## src/rtl/pov_fb_arbiter.sv

```systemverilog
// rtl/pov_fb_arbiter.sv - single-port framebuffer arbiter: LED readout vs queued CPU pixel writes
//
// Purpose:
//   Shares one single-port framebuffer RAM between the LED readout path and CPU
//   pixel writes. Readout always wins and has a fixed 3-cycle latency. CPU
//   writes wait in a small FIFO and drain into cycles with no readout request.
//
// Configuration macro: POV_FB_DOUBLE_BUFFER_EN
//   Defined     : two banks. CPU writes target the back bank. A swap request
//                 commits only on a theta wrap, after the write FIFO has drained.
//   Not defined : single bank (fb_addr MSB is 0). swap_done echoes swap_req one
//                 cycle later, so software that polls for it still works.
//
// Ports:
//   i_clk, i_reset         clock, synchronous active-high reset
//   i_rd_req, i_rd_addr    readout request and pixel address
//   o_rd_data, o_rd_valid  readout pixel, valid 3 cycles after the request
//   i_cpu_wr_valid/addr/data, o_cpu_wr_ready
//                          CPU write handshake; a write transfers when valid && ready
//   i_swap_req, i_theta    bank swap request and current angular index
//   o_swap_pending         swap requested but not yet committed
//   o_swap_done            1-cycle pulse when the swap commits
//   o_fifo_level           number of queued CPU writes
//   o_fb_en, o_fb_we, o_fb_addr, o_fb_wdata
//                          registered RAM command; the address is {bank, addr}
//   i_fb_rdata             RAM read data, valid 1 cycle after a read command
module pov_fb_arbiter #(
    parameter int ADDR_BITS  = 14,
    parameter int DATA_BITS  = 24,
    parameter int FIFO_DEPTH = 8,
    parameter int THETA_BITS = 6
) (
    input  logic                            i_clk,
    input  logic                            i_reset,
    input  logic                            i_rd_req,
    input  logic [ADDR_BITS-1:0]            i_rd_addr,
    output logic [DATA_BITS-1:0]            o_rd_data,
    output logic                            o_rd_valid,
    input  logic                            i_cpu_wr_valid,
    output logic                            o_cpu_wr_ready,
    input  logic [ADDR_BITS-1:0]            i_cpu_wr_addr,
    input  logic [DATA_BITS-1:0]            i_cpu_wr_data,
    input  logic                            i_swap_req,
    input  logic [THETA_BITS-1:0]           i_theta,
    output logic                            o_swap_pending,
    output logic                            o_swap_done,
    output logic [$clog2(FIFO_DEPTH):0]     o_fifo_level,
    output logic                            o_fb_en,
    output logic                            o_fb_we,
    output logic [ADDR_BITS:0]              o_fb_addr,
    output logic [DATA_BITS-1:0]            o_fb_wdata,
    input  logic [DATA_BITS-1:0]            i_fb_rdata
);

    localparam int PTR_BITS = $clog2(FIFO_DEPTH);
    localparam int LVL_BITS = PTR_BITS + 1;
    localparam logic [LVL_BITS-1:0] FULL_LVL = LVL_BITS'(FIFO_DEPTH);

    // CPU write FIFO
    logic [ADDR_BITS-1:0] r_fifo_addr [FIFO_DEPTH];
    logic [DATA_BITS-1:0] r_fifo_data [FIFO_DEPTH];
    logic [PTR_BITS-1:0]  r_wr_ptr;
    logic [PTR_BITS-1:0]  r_rd_ptr;
    logic [LVL_BITS-1:0]  r_level;
    // Holds cpu_wr_ready low through reset and for the first cycle after it
    logic                 r_ready_en;

    // RAM command and readout pipeline
    logic                 r_fb_en;
    logic                 r_fb_we;
    logic [ADDR_BITS:0]   r_fb_addr;
    logic [DATA_BITS-1:0] r_fb_wdata;
    logic                 r_rd_p2;
    logic                 r_rd_valid;
    logic [DATA_BITS-1:0] r_rd_data;

    logic w_front;
    logic w_back;
    logic w_wr_ready;
    logic w_push;
    logic w_pop;

    // Readout owns the RAM whenever it asks; the FIFO only gets the leftover cycles
    assign w_push = i_cpu_wr_valid && w_wr_ready;
    assign w_pop  = !i_rd_req && (r_level != '0);

`ifdef POV_FB_DOUBLE_BUFFER_EN
    typedef enum logic [1:0] {
        ST_IDLE      = 2'd0,
        ST_ARMED     = 2'd1,
        ST_WAIT_WRAP = 2'd2
    } state_t;

    state_t                r_state;
    state_t                w_state_next;
    logic                  r_front;
    logic [THETA_BITS-1:0] r_theta_q;
    logic                  w_theta_wrap;
    logic                  w_swap_done;

    // A revolution boundary shows up as theta stepping backwards
    assign w_theta_wrap = (i_theta < r_theta_q);

    always_ff @(posedge i_clk) begin
        if (i_reset) begin
            r_state   <= ST_IDLE;
            r_front   <= 1'b0;
            r_theta_q <= '0;
        end else begin
            r_state   <= w_state_next;
            r_theta_q <= i_theta;
            if (w_swap_done) begin
                r_front <= ~r_front;
            end
        end
    end

    always_comb begin
        w_state_next = r_state;
        w_swap_done  = 1'b0;
        case (r_state)
            ST_IDLE: begin
                if (i_swap_req) begin
                    w_state_next = ST_ARMED;
                end
            end
            ST_ARMED: begin
                // The last drained write may still be on the RAM port this cycle;
                // wait for it so every pre-swap write lands in the old back bank.
                if ((r_level == '0) && !(r_fb_en && r_fb_we)) begin
                    w_state_next = ST_WAIT_WRAP;
                end
            end
            ST_WAIT_WRAP: begin
                if (w_theta_wrap) begin
                    w_swap_done  = 1'b1;
                    w_state_next = ST_IDLE;
                end
            end
            default: begin
                w_state_next = ST_IDLE;
            end
        endcase
    end

    assign w_front        = r_front;
    assign w_back         = ~r_front;
    assign w_wr_ready     = r_ready_en && (r_level < FULL_LVL) && (r_state != ST_ARMED);
    assign o_swap_pending = (r_state != ST_IDLE);
    assign o_swap_done    = w_swap_done;
`else
    logic r_swap_done;
    logic w_unused_theta;

    assign w_unused_theta = ^i_theta;

    always_ff @(posedge i_clk) begin
        if (i_reset) begin
            r_swap_done <= 1'b0;
        end else begin
            r_swap_done <= i_swap_req;
        end
    end

    assign w_front        = 1'b0;
    assign w_back         = 1'b0;
    assign w_wr_ready     = r_ready_en && (r_level < FULL_LVL);
    assign o_swap_pending = 1'b0;
    assign o_swap_done    = r_swap_done;
`endif

    // FIFO storage needs no reset; the pointers define which entries are live
    always_ff @(posedge i_clk) begin
        if (w_push) begin
            r_fifo_addr[r_wr_ptr] <= i_cpu_wr_addr;
            r_fifo_data[r_wr_ptr] <= i_cpu_wr_data;
        end
    end

    always_ff @(posedge i_clk) begin
        if (i_reset) begin
            r_wr_ptr   <= '0;
            r_rd_ptr   <= '0;
            r_level    <= '0;
            r_ready_en <= 1'b0;
            r_fb_en    <= 1'b0;
            r_fb_we    <= 1'b0;
            r_fb_addr  <= '0;
            r_fb_wdata <= '0;
            r_rd_p2    <= 1'b0;
            r_rd_valid <= 1'b0;
            r_rd_data  <= '0;
        end else begin
            r_ready_en <= 1'b1;

            if (w_push) begin
                r_wr_ptr <= r_wr_ptr + PTR_BITS'(1);
            end
            if (w_pop) begin
                r_rd_ptr <= r_rd_ptr + PTR_BITS'(1);
            end
            case ({w_push, w_pop})
                2'b10:   r_level <= r_level + LVL_BITS'(1);
                2'b01:   r_level <= r_level - LVL_BITS'(1);
                default: r_level <= r_level;
            endcase

            // Bank is captured here, so a later swap cannot redirect this access
            if (i_rd_req) begin
                r_fb_en   <= 1'b1;
                r_fb_we   <= 1'b0;
                r_fb_addr <= {w_front, i_rd_addr};
            end else if (w_pop) begin
                r_fb_en    <= 1'b1;
                r_fb_we    <= 1'b1;
                r_fb_addr  <= {w_back, r_fifo_addr[r_rd_ptr]};
                r_fb_wdata <= r_fifo_data[r_rd_ptr];
            end else begin
                r_fb_en <= 1'b0;
                r_fb_we <= 1'b0;
            end

            // RAM returns data the cycle after a read command; register it once more
            r_rd_p2    <= r_fb_en && !r_fb_we;
            r_rd_valid <= r_rd_p2;
            if (r_rd_p2) begin
                r_rd_data <= i_fb_rdata;
            end
        end
    end

    assign o_cpu_wr_ready = w_wr_ready;
    assign o_fifo_level   = r_level;
    assign o_fb_en        = r_fb_en;
    assign o_fb_we        = r_fb_we;
    assign o_fb_addr      = r_fb_addr;
    assign o_fb_wdata     = r_fb_wdata;
    assign o_rd_data      = r_rd_data;
    assign o_rd_valid     = r_rd_valid;

endmodule

```

## config.mk

```make
export PLATFORM = sky130hd
export DESIGN_NAME = pov_fb_arbiter
export DESIGN_NICKNAME = d
export VERILOG_FILES = /design/src/rtl/pov_fb_arbiter.sv
export SDC_FILE = /design/constraint.sdc
export NUM_CORES = 1
export LEC_CHECK = 0
export ABC_AREA = 1
export ABC_CLOCK_PERIOD_IN_PS = 8600
export CORE_ASPECT_RATIO = 0.6
export CORE_MARGIN = 2
export CORE_UTILIZATION = 45
export DETAILED_ROUTE_END_ITERATION = 6
export HOLD_SLACK_MARGIN = 0.02
export PLACE_DENSITY = 0.78
export SLEW_MARGIN = 20
export SYNTH_ARGS = -nofsm -noshare
export SYNTH_HDL_FRONTEND = slang
export SYNTH_SLANG_ARGS = --single-unit
```

## constraint.sdc

```tcl
create_clock -name i_clk -period 8.6 [get_ports i_clk]
set_input_delay 0.86 -clock i_clk [delete_from_list [all_inputs] [get_ports i_clk]]
set_output_delay 0.86 -clock i_clk [all_outputs]
set_load 0.005 [all_outputs]
```

==> metrics <==
status finished clean; routed via count 10200; hold buffers post-CTS 0; Max Cap Violations 0; Worst Skew 0.0225 ns; dpl hpwl roughly 20000 um; clk buf depth 3; Worst Hold Class flop to flop; die height 146 um; Root Buffer clkbuf_16; R2R setup slack 6.06 ns; Startpoint Class input pin; Die ar. about 35000 sq um; final WL 35200 um; CP max stage cell inv_2; CTS tree yes; post-synthesis register bit count just under 400; cell area after synthesis 15100 sq um; Final Hold Vio Count 0; fin crit share 36.1%; RSZ-0062 raised after global routing no; vias in the first global route between 9000 and 10000; most frequent cells in the layout nand2_1 (369), edfxtp_1 (304), nor2_1 (167); post-synthesis xor/xnor area fraction 0.0581%; CTS H-tree depth 2; commonest non-fill, non-tap cell in the layout nand2_1; critical path cell sequence clkdlybuf4s50_1, inv_1, nand2_4, inv_2, ha_1, inv_1, nand2_1, nand2_1, ha_1, a21oi_1, xor2_1, a21oi_1; cell area power density between 200 and 300 nW/um^2; Critical Path AT 3.50 ns; Crit path largest cell delay 0.54 ns; post-cts sizing count 0; syn avg cell area 11.0 sq um; Synth Area in Simple Gates 18.9%; clock sink count roughly 390; Synth Area in Compound Gates 5.10%; Post-CTS Setup Bufs 0; Max VDD drop 141 uV; via-per-instance ratio 5.17; Lkg Pwr 6.73 nW; first-pass GRT wire length roughly 55000 um; antenna viol nets, final 0; Slew headroom 27.1%; Setup TNS Final 0 ns; Req. time, crit path 9.00 ns; initial core utilization between 40% and 50%; Clock transition at path regs 0.06 ns; core area 32700 sq um; largest family of logic cells by synthesized area simple AND/OR/NAND/NOR gates; layout cells sized above 1 roughly 5.7%; placement row count 51; RePlAce Congestion 0.749; worst skew pair latency 0.53 ns; sequential share of the synthesized area around 71%; pin count of the biggest net entering global routing 93; pre-CTS setup slack between 4 and 5 ns; Slew @ Worst Pin 1.09 ns; adder-cell area share of the yosys netlist 0.415%; final net count 1590; num ports 160; Total GRT Usage about 20%; Detailed Route Iter0 Violations between 1000 and 1500; DR pass1 iterations 5; Final Setup Violations 0; Critical Path Fanout Max 39; setup ws final 5.50 ns; Synth cell types 27; WS Path Type input pin to flop; PortBufs between 150 and 200; total gr overflow 0; max-slew violations 0; synth-to-layout area growth 19.7%; DRC 0; antenna violations before repair 5; synth warn 0; Tmin final 3.10 ns; CTS buffer count 36; Routed WL per cell 17.8 um; Post-Synthesis Cells 1367; nature of the critical path endpoint flop; multiplexer area fraction after synthesis 0%; Die X approximately 240 um; fmax 0.323 GHz
-- layer usage --
layer / vias up / global-route usage [%] / wire (um)
li1: 4920 / - / -
met4: 4 / 4.69 / 615
met3: 49 / 4.86 / 3000
met5: - / 0 / 23
met1: 4897 / 29.1 / 15900
met2: 363 / 30.5 / 15700
-- where the power goes --
part / switching (W) / leakage [nW] / internal (W)
Combinational: 0.000785 / 2.76 / 0.000483
Clock: 0.000663 / 0.551 / 0.000882
Sequential: 0.0000963 / 3.41 / 0.00215
Total: 0.00154 / 6.73 / 0.00351
-- path summary, 6_finish.rpt --
check / start / to / depth (start not counted)
setup reg to reg: o_fifo_level[3] / r_fifo_data[3][22] / 6
hold reg to reg: o_fb_we / r_rd_p2 / 1
setup / recovery: i_rd_req / o_fifo_level[2] / 12
hold / removal: o_fb_we / r_rd_p2 / 1
-- kinds of logic after synthesis --
| family | Yosys count |
|---|---|
| compound gates | 149 |
| xor+xnor | 1 |
| fa+ha+maj | 5 |
| buf+inv | 125 |
| flops | 385 |
| other cells | 1 |
| simple gates | 701 |
-- synth_stat cells (all sizes together) --
library cell / instances / area (sq um)
a21oi: 34 / 170
buf: 58 / 370
clkbuf: 19 / 71.3
clkinv: 2 / 8.75
conb: 1 / 3.75
dfxtp: 81 / 1620
edfxtp: 304 / 9130
ha: 5 / 62.6
inv: 46 / 175
nand2: 370 / 1400
nand3: 152 / 766
nand3b: 1 / 7.51
nor2: 172 / 648
nor3: 6 / 30.0
o211ai: 9 / 67.6
o21ai: 106 / 531
xor2: 1 / 8.76
-- metrics by stage --
stage	instance area (sq um)	power, W	hold slack [ns]	cells	util (%)
6_report	18000	0.00506	0.409	1980	55.2
5_1_grt	18000	0.00534	0.413	1976	55.2
4_1_cts	18000	0.00509	0.408	1975	55.2
3_5_place_dp	16900	0.00355	0.400	1910	51.7
3_3_place_gp	16900	0.00351	0.397	1910	51.7
2_1_floorplan	15100	0.00310	0.413	1368	-
-- critical path: cells and delay by family --
| kind | cells | cell delay (ns) |
|---|---|---|
| XOR/XNOR | 1 | 0.16 |
| AO/OA/AOI/OAI | 2 | 0.22 |
| AND/OR/NAND/NOR | 3 | 0.27 |
| adder cells (fa/ha/maj) | 2 | 0.50 |
| buffers and inverters | 4 | 1.48 |
-- sequential cells by signal (all words and copies together), names as in the netlist, 3 cells and up, named ones only --
signal and flops:
r_wr_ptr 3, o_rd_data 24, o_fifo_level 4, o_fb_wdata 24
r_fifo_addr 112, r_fifo_data 192, o_fb_addr 14, r_rd_ptr 3
-- final cells by class --
class / count / area (sq um)
antenna: 5 / 12.5
clock buffer: 52 / 1010
clock inverter: 13 / 120
fill: 2686 / 14600
inverter: 48 / 184
multi-input combinational: 858 / 3740
sequential: 385 / 10800
tap: 450 / 563
timing repair buffer: 169 / 1650
(Power assumes the default switching activity.)
